==> config.mk <==
export PLATFORM = sky130hd
export DESIGN_NAME = sram_loader
export DESIGN_NICKNAME = d
export VERILOG_FILES = /design/src/rtl/sram_loader.sv
export SDC_FILE = /design/constraint.sdc
export NUM_CORES = 1
export LEC_CHECK = 0
export BUFFER_PORTS_ARGS = -buffer_cell sky130_fd_sc_hd__buf_2
export CAP_MARGIN = 20
export CORE_ASPECT_RATIO = 1.25
export CORE_MARGIN = 3
export CORE_UTILIZATION = 50
export CTS_BUF_LIST = sky130_fd_sc_hd__clkbuf_4
export DETAILED_ROUTE_END_ITERATION = 16
export GPL_ROUTABILITY_DRIVEN = 0
export PLACE_DENSITY = 0.81
export RECOVER_POWER = 25
export SYNTH_ARGS = -nofsm -noshare
export SYNTH_HDL_FRONTEND = slang
export SYNTH_SLANG_ARGS = --single-unit
==> constraint.sdc <==
create_clock -name slow_clock -period 1.5 [get_ports slow_clock]
set_input_delay 0.3 -clock slow_clock [delete_from_list [all_inputs] [get_ports slow_clock]]
set_output_delay 0.3 -clock slow_clock [all_outputs]
set_load 0.05 [all_outputs]
==> src/rtl/sram_loader.sv <==
// sram_loader: fills the 16-word operand SRAM one operator entry at a time,
// then zero-fills any words left over when the operator finishes early.
module sram_loader #(
  parameter int unsigned DATA_WIDTH = 16,
  parameter int unsigned ADDR_WIDTH = 4,
  parameter int unsigned DEPTH      = 16
) (
  input  logic                  slow_clock,
  input  logic                  reset,
  input  logic                  start,
  input  logic                  entry_valid,
  input  logic [DATA_WIDTH-1:0] entry_data,
  input  logic                  finish,
  output logic                  mem_writeEn,
  output logic [ADDR_WIDTH-1:0] mem_address,
  output logic [DATA_WIDTH-1:0] mem_writeData,
  output logic                  busy,
  output logic                  load_done,
  output logic [ADDR_WIDTH:0]   word_count
);

  localparam int unsigned CNT_WIDTH = ADDR_WIDTH + 1;
  localparam logic [ADDR_WIDTH-1:0] LAST_ADDR = ADDR_WIDTH'(DEPTH - 1);

  typedef enum logic [2:0] {
    S_IDLE,
    S_WAIT_ENTRY,
    S_WRITE,
    S_CLEAR,
    S_DONE
  } state_t;

  state_t                  state, state_next;
  logic                    write_en_next;
  logic [ADDR_WIDTH-1:0]   address_next;
  logic [DATA_WIDTH-1:0]   write_data_next;
  logic                    busy_next;
  logic                    load_done_next;
  logic [CNT_WIDTH-1:0]    word_count_next;

  // State and registered outputs
  always_ff @(posedge slow_clock or negedge reset) begin
    if (!reset) begin
      state         <= S_IDLE;
      mem_writeEn   <= 1'b0;
      mem_address   <= '0;
      mem_writeData <= '0;
      busy          <= 1'b0;
      load_done     <= 1'b0;
      word_count    <= '0;
    end else begin
      state         <= state_next;
      mem_writeEn   <= write_en_next;
      mem_address   <= address_next;
      mem_writeData <= write_data_next;
      busy          <= busy_next;
      load_done     <= load_done_next;
      word_count    <= word_count_next;
    end
  end

  // Next-state and next-output decode; every register holds unless changed
  always_comb begin
    state_next      = state;
    write_en_next   = 1'b0;
    address_next    = mem_address;
    write_data_next = mem_writeData;
    busy_next       = busy;
    load_done_next  = load_done;
    word_count_next = word_count;

    unique case (state)
      S_IDLE, S_DONE: begin
        // A new session may start from either resting state
        if (start) begin
          state_next      = S_WAIT_ENTRY;
          address_next    = '0;
          word_count_next = '0;
          busy_next       = 1'b1;
          load_done_next  = 1'b0;
        end
      end

      S_WAIT_ENTRY: begin
        // An entry beats a simultaneous finish; the finish is dropped
        if (entry_valid) begin
          state_next      = S_WRITE;
          write_data_next = entry_data;
          write_en_next   = 1'b1;
        end else if (finish) begin
          state_next      = S_CLEAR;
          write_data_next = '0;
          write_en_next   = 1'b1;
        end
      end

      S_WRITE: begin
        // Single-cycle write strobe; commit the count and move on
        word_count_next = word_count + CNT_WIDTH'(1);
        if (mem_address == LAST_ADDR) begin
          state_next     = S_DONE;
          busy_next      = 1'b0;
          load_done_next = 1'b1;
        end else begin
          address_next = mem_address + ADDR_WIDTH'(1);
          state_next   = S_WAIT_ENTRY;
        end
      end

      S_CLEAR: begin
        // Zero-fill sweeps to the last word with the strobe held high
        if (mem_address == LAST_ADDR) begin
          state_next     = S_DONE;
          busy_next      = 1'b0;
          load_done_next = 1'b1;
        end else begin
          address_next  = mem_address + ADDR_WIDTH'(1);
          write_en_next = 1'b1;
        end
      end

      default: begin
        state_next = S_IDLE;
      end
    endcase
  end

endmodule

After elaboration in Yosys (flattened, before gate mapping) --
Cells that the tools add are included.
Word-level totals: memory bits (writable) 0, memories 0, bits in latches 0, output and inout port bits 28, register bits after elaboration 31, logic and storage cells 53, memory bits (read-only) 0, input port bits 21
Cells by class: multiply operators 0, bitwise gates (word level) 0, add/subtract/negate cells 2, shifts and indexed selects 0, multiplexer cells 23, reductions and logical operators 11, order comparisons 0, equality and inequality tests 10, divide/modulo/power cells 0
Operator list (count):
- 16-bit two-way mux | 2
- 3-bit two-way mux | 5
- 3-bit one-hot mux with 4 select lines | 1
- 5-bit one-hot mux with 2 select lines | 1
- 3-bit AND reduction | 3
- 4-bit two-way mux | 2
- 4-bit one-hot mux with 2 select lines | 1
- 1-bit two-way mux | 7
- 3-bit by 2-bit == test with 1-bit output (second input constant) | 2
- 2-bit inequality test (second input constant) | 3
- 1-bit one-hot mux with 2 select lines | 3
- 2-bit nonzero test | 3
- 5-bit by 1-bit adder with 5-bit output (second input constant) | 1
- 5-bit two-way mux | 1
- 4-bit by 1-bit adder with 4-bit output (second input constant) | 1
- 4-bit == test (second input constant) | 1
- 2-bit AND reduction | 2
- 2-bit OR reduction | 2
- 3-bit by 1-bit == test with 1-bit output (second input constant) | 1
- 3-bit == test (second input constant) | 1
- 3-bit zero test | 1
- 3-bit inequality test (second input constant) | 1
- 2-bit by 1-bit inequality test with 1-bit output (second input constant) | 1

Depth between registers and ports, before layout --
word-level depth 4, depth in mapped cells 5

Least setup slack after synthesis --
OpenSTA, ideal clock, no wires.
path kind reg-to-reg, start register mem_address[0], end register mem_address[1], data required time 1.376 ns, arrival time 1.443 ns, path buffers 0, stages on the path, launching flop included 5, library setup time 0.124 ns, period minus slack after synthesis 1.566 ns, setup slack -0.066 ns, path through dfrtp_1 > ha_1 > nand3_1 > mux2i_1 > o21ai_1
Between the ends: cells in the longest elaborated chain, start to end 3, elaborated cells on any way between the ends 6, classes of those cells add/sub: 1; eq/ne: 2; mux: 2; reduce/logical: 1
RTL lines:
- start: declaration | line 15 | output logic [ADDR_WIDTH-1:0] mem_address,
- start signal: assignment | line 54 | mem_address <= address_next;
- 4-bit by 1-bit adder with 4-bit output / 4-bit == test (equally long branches)
- 4-bit two-way mux / 2-bit inequality test (equally long branches)
- 4-bit one-hot mux with 2 select lines / 3-bit AND reduction (equally long branches)
Several ways; a longest one is shown, not always the timed one. The select of a mux whose other input is x is not followed. A chain may end at the register's enable or synchronous reset.

Final worst setup path --
Ends and elaborated chain as after synthesis.

==> flow_metrics.tcl <==
set metrics [dict create \
    cts_tree "done" \
    max_freq_ghz 0.726 \
    p_seq_share_pct 35.4 \
    required_ns 1.71 \
    final_common_cell "buf_2" \
    irDropWorstVdd_v 0.00144 \
    hp-class "in2reg" \
    cap_violations 0 \
    worst_pin_slew_ns 0.847 \
    outcome "complete, no violations" \
    io_pins 49 \
    root_buffer "clkbuf_4" \
    holdPathEnd "mem_writeData[3]" \
    rrSetupSlack_ns 0.12 \
    slew_headroom_pct 43.5 \
    dieWidth_um 51.7 \
    seq_area_sq_um 778 \
    antenna_found_initial 0 \
    sw_frac_of_total_pct 51.1 \
    r2r_cells 4 \
    grt-ovfl-total 0 \
    cp.arrival_ns 1.59 \
    critPathBufInv 0 \
    hold_start "entry_data[3]" \
    power_leakage_nw 0.876 \
    final_cell_mix "47 x buf_2, 29 x dfrtp_1, 17 x a22o_1, 7 x nand2_1, 7 x clkbuf_4" \
    comb_power_share_pct 52.9 \
    setup_viol 0 \
    cts_setup_buffers 0 \
    syn_avg_cell_area_sq_um 12.8 \
    cts-htree-levels 2 \
    layout.nets 179 \
    clk_latency_ns 0.32 \
    clk_pin_slew_ns 0.09 \
    cts_buffer_depth 2 \
    tns_ns 0 \
    grt.total_usage_pct 20.2 \
    power_frac_clock_pct 11.7 \
    grt_pass1_wl_um 4890 \
    worstReg2RegStart "mem_address[0]" \
    critical_path_class "reg2reg" \
    areaGrowthSynthToFinish_pct 27.5 \
    multi_input_area_sq_um 499 \
    rows 20 \
    cts.sink_count 31 \
    grt_max_degree 19 \
    p_switching_mw 2.12 \
    path_cells "ha_1 > nand3_1 > mux2i_1 > o21ai_1" \
    drtIter0Drc 4 \
    routed_wl_um 2800 \
    yosysWarnings 0 \
    synthCells 102 \
    maxSlewViolCount 0 \
    r2r-end "mem_address[1]" \
    post-place-ws_ns 0.0810 \
    ys_seq_area_share_pct 59.6 \
    dpl.hpwl_um 2180 \
    viasPerCell 5.39 \
    postRouteAntennaNets 0 \
    startpoint_type "register" \
    ys_ff_latch 31 \
    hold_path_depth 2 \
    drc 0 \
    setup_slack_ns 0.123 \
    vias 1025 \
    chipHeight_um 63.1 \
    drive_above_1_share_pct 42.0 \
    crit_path_max_fanout 6 \
    synth_nets 125 \
    finalCritPeriodShare_pct 91.8 \
    ys_types 29 \
    first_pass_iters 4 \
    finalCriticalPeriod_ns 1.38 \
    endpoint_kind "register" \
    wire_per_inst_um 14.8 \
    p_per_area_mw_per_mm2 2500 \
    cts_buffers 5 \
    synth_area_sq_mm 0.00130 \
    dieArea_sq_mm 0.00326 \
    rsz0062_at_grt "false" \
    critPathSlowestCell "dfrtp_2" \
    start_util_pct 53.1 \
    power.internal_mw 2.03 \
    cpPeakStageDelay_ns 0.46 \
    fill_cells 226 \
    core_area_sq_mm 0.00245 \
    diodes 0 \
    fin_worst_skew_ns 0.00696 \
    portBuffers 48 \
    critical_path.top_delay_family "flip-flops" \
    grt_pass1_vias 1098 \
    final-hold-violation-count 0 \
]
## area by class of cell
type / count / share of cell area, %
Sequential cell: 31 / 46.9
Clock buffer: 7 / 3.17
Tap cell: 33 / 2.49
Timing Repair Buffer: 52 / 17.1
Clock inverter: 1 / 0.301
Multi-Input combinational cell: 66 / 30.1
## per-stage QoR
stage | hold slack, ns | cells | total power [mW] | cell area [sq um] | util (%)
global route | 0.175 | 190 | 4.40 | 1660 | 67.7
floorplan | 0.00441 | 102 | 3.17 | 1310 | -
detailed placement | 0.226 | 181 | 3.68 | 1580 | 64.6
finish | 0.187 | 190 | 4.14 | 1660 | 67.7
CTS | 0.173 | 190 | 4.16 | 1650 | 67.3
global placement | 0.217 | 181 | 3.59 | 1580 | 64.6
## worst max-delay path by stage
stage | cells after the start | slack (ns) | startpoint | end
floorplan | 4 | 0.12 | mem_address[0] | mem_address[0]
global placement | 3 | 0.14 | state[1] | mem_writeData[15]
detailed placement | 3 | 0.08 | state[1] | mem_writeData[12]
CTS | 3 | 0.07 | state[1] | mem_writeData[12]
global route | 4 | 0.02 | state[0] | word_count[4]
finish | 4 | 0.12 | mem_address[0] | mem_address[1]
## synthesized netlist by cell type
library cell  instances  area share (%)
o21ai_0               1            0.38
nor3b_4               1             1.4
nand2b_1              1            0.48
nand2_1               7             2.0
ha_1                  2             1.9
nor2b_1               1            0.48
and3_1                1            0.48
nor2_2                1            0.48
buf_2                 3             1.2
nor3_1                3             1.2
xnor2_1               1            0.67
mux2_2                1            0.86
nand4_1               2            0.96
mux2i_1               5             3.8
a21o_1                1            0.58
a41oi_1               1            0.67
a211oi_1              1            0.58
nand3_1               5             1.9
o21ai_1               3             1.2
a22o_1               17              11
a21oi_1               1            0.38
o211ai_2              1            0.96
or4b_1                1            0.77
nor2_1                5             1.4
nor3b_2               1            0.96
mux2_1                1            0.86
buf_6                 2             1.7
dfrtp_1              31              60
or3b_1                1            0.67
## timing repair
action	4_1_cts	5_1_grt
hold buffers	1	0
resized for setup	0	2
endpoints found under the setup margin	0	16
hold endpoints to repair	13	0
## kinds of logic (layout without fill, tap and decap cells)
family,count (synthesis),count (layout),share of synthesized area (%)
flops,31,31,59.6
simple gates,30,30,13.3
compound gates,26,26,16.1
mux,7,7,5.57
buf+inv,5,60,2.88
fa+ha+maj,2,2,1.92
xor+xnor,1,1,0.673
## worst reg2reg max path, delay by kind of cell, from the launching register on
kind | cells | cell delay [ns]
compound gates | 1 | 0.07
mux | 1 | 0.23
flops | 1 | 0.46
fa+ha+maj | 1 | 0.26
simple gates | 1 | 0.25
## registers in the layout, summed over array words and instances, names as in the netlist
register / cells
word_count: 5
mem_address: 4
mem_writeEn: 1
mem_writeData: 16
state: 3
busy: 1
load_done: 1
## routing by layer
layer	wire length (um)	global-route usage, %	vias up	share of wire, %
li1	-	-	489	-
met1	1050	23.2	489	37
met2	1510	34.4	41	54
met3	186	5.20	6	6.6
met4	52	8.85	0	1.9
met5	0	0	-	0
## power groups by stage
stage | clock [mW] | combinational (mW) | sequential [mW]
detailed placement | 0 | 2.20 | 1.47
global route | 0.541 | 2.34 | 1.52
global placement | 0 | 2.15 | 1.45
finish | 0.486 | 2.19 | 1.47
CTS | 0.499 | 2.20 | 1.46
floorplan | 0 | 0.750 | 2.42
Power figures use the tool's default switching activity.
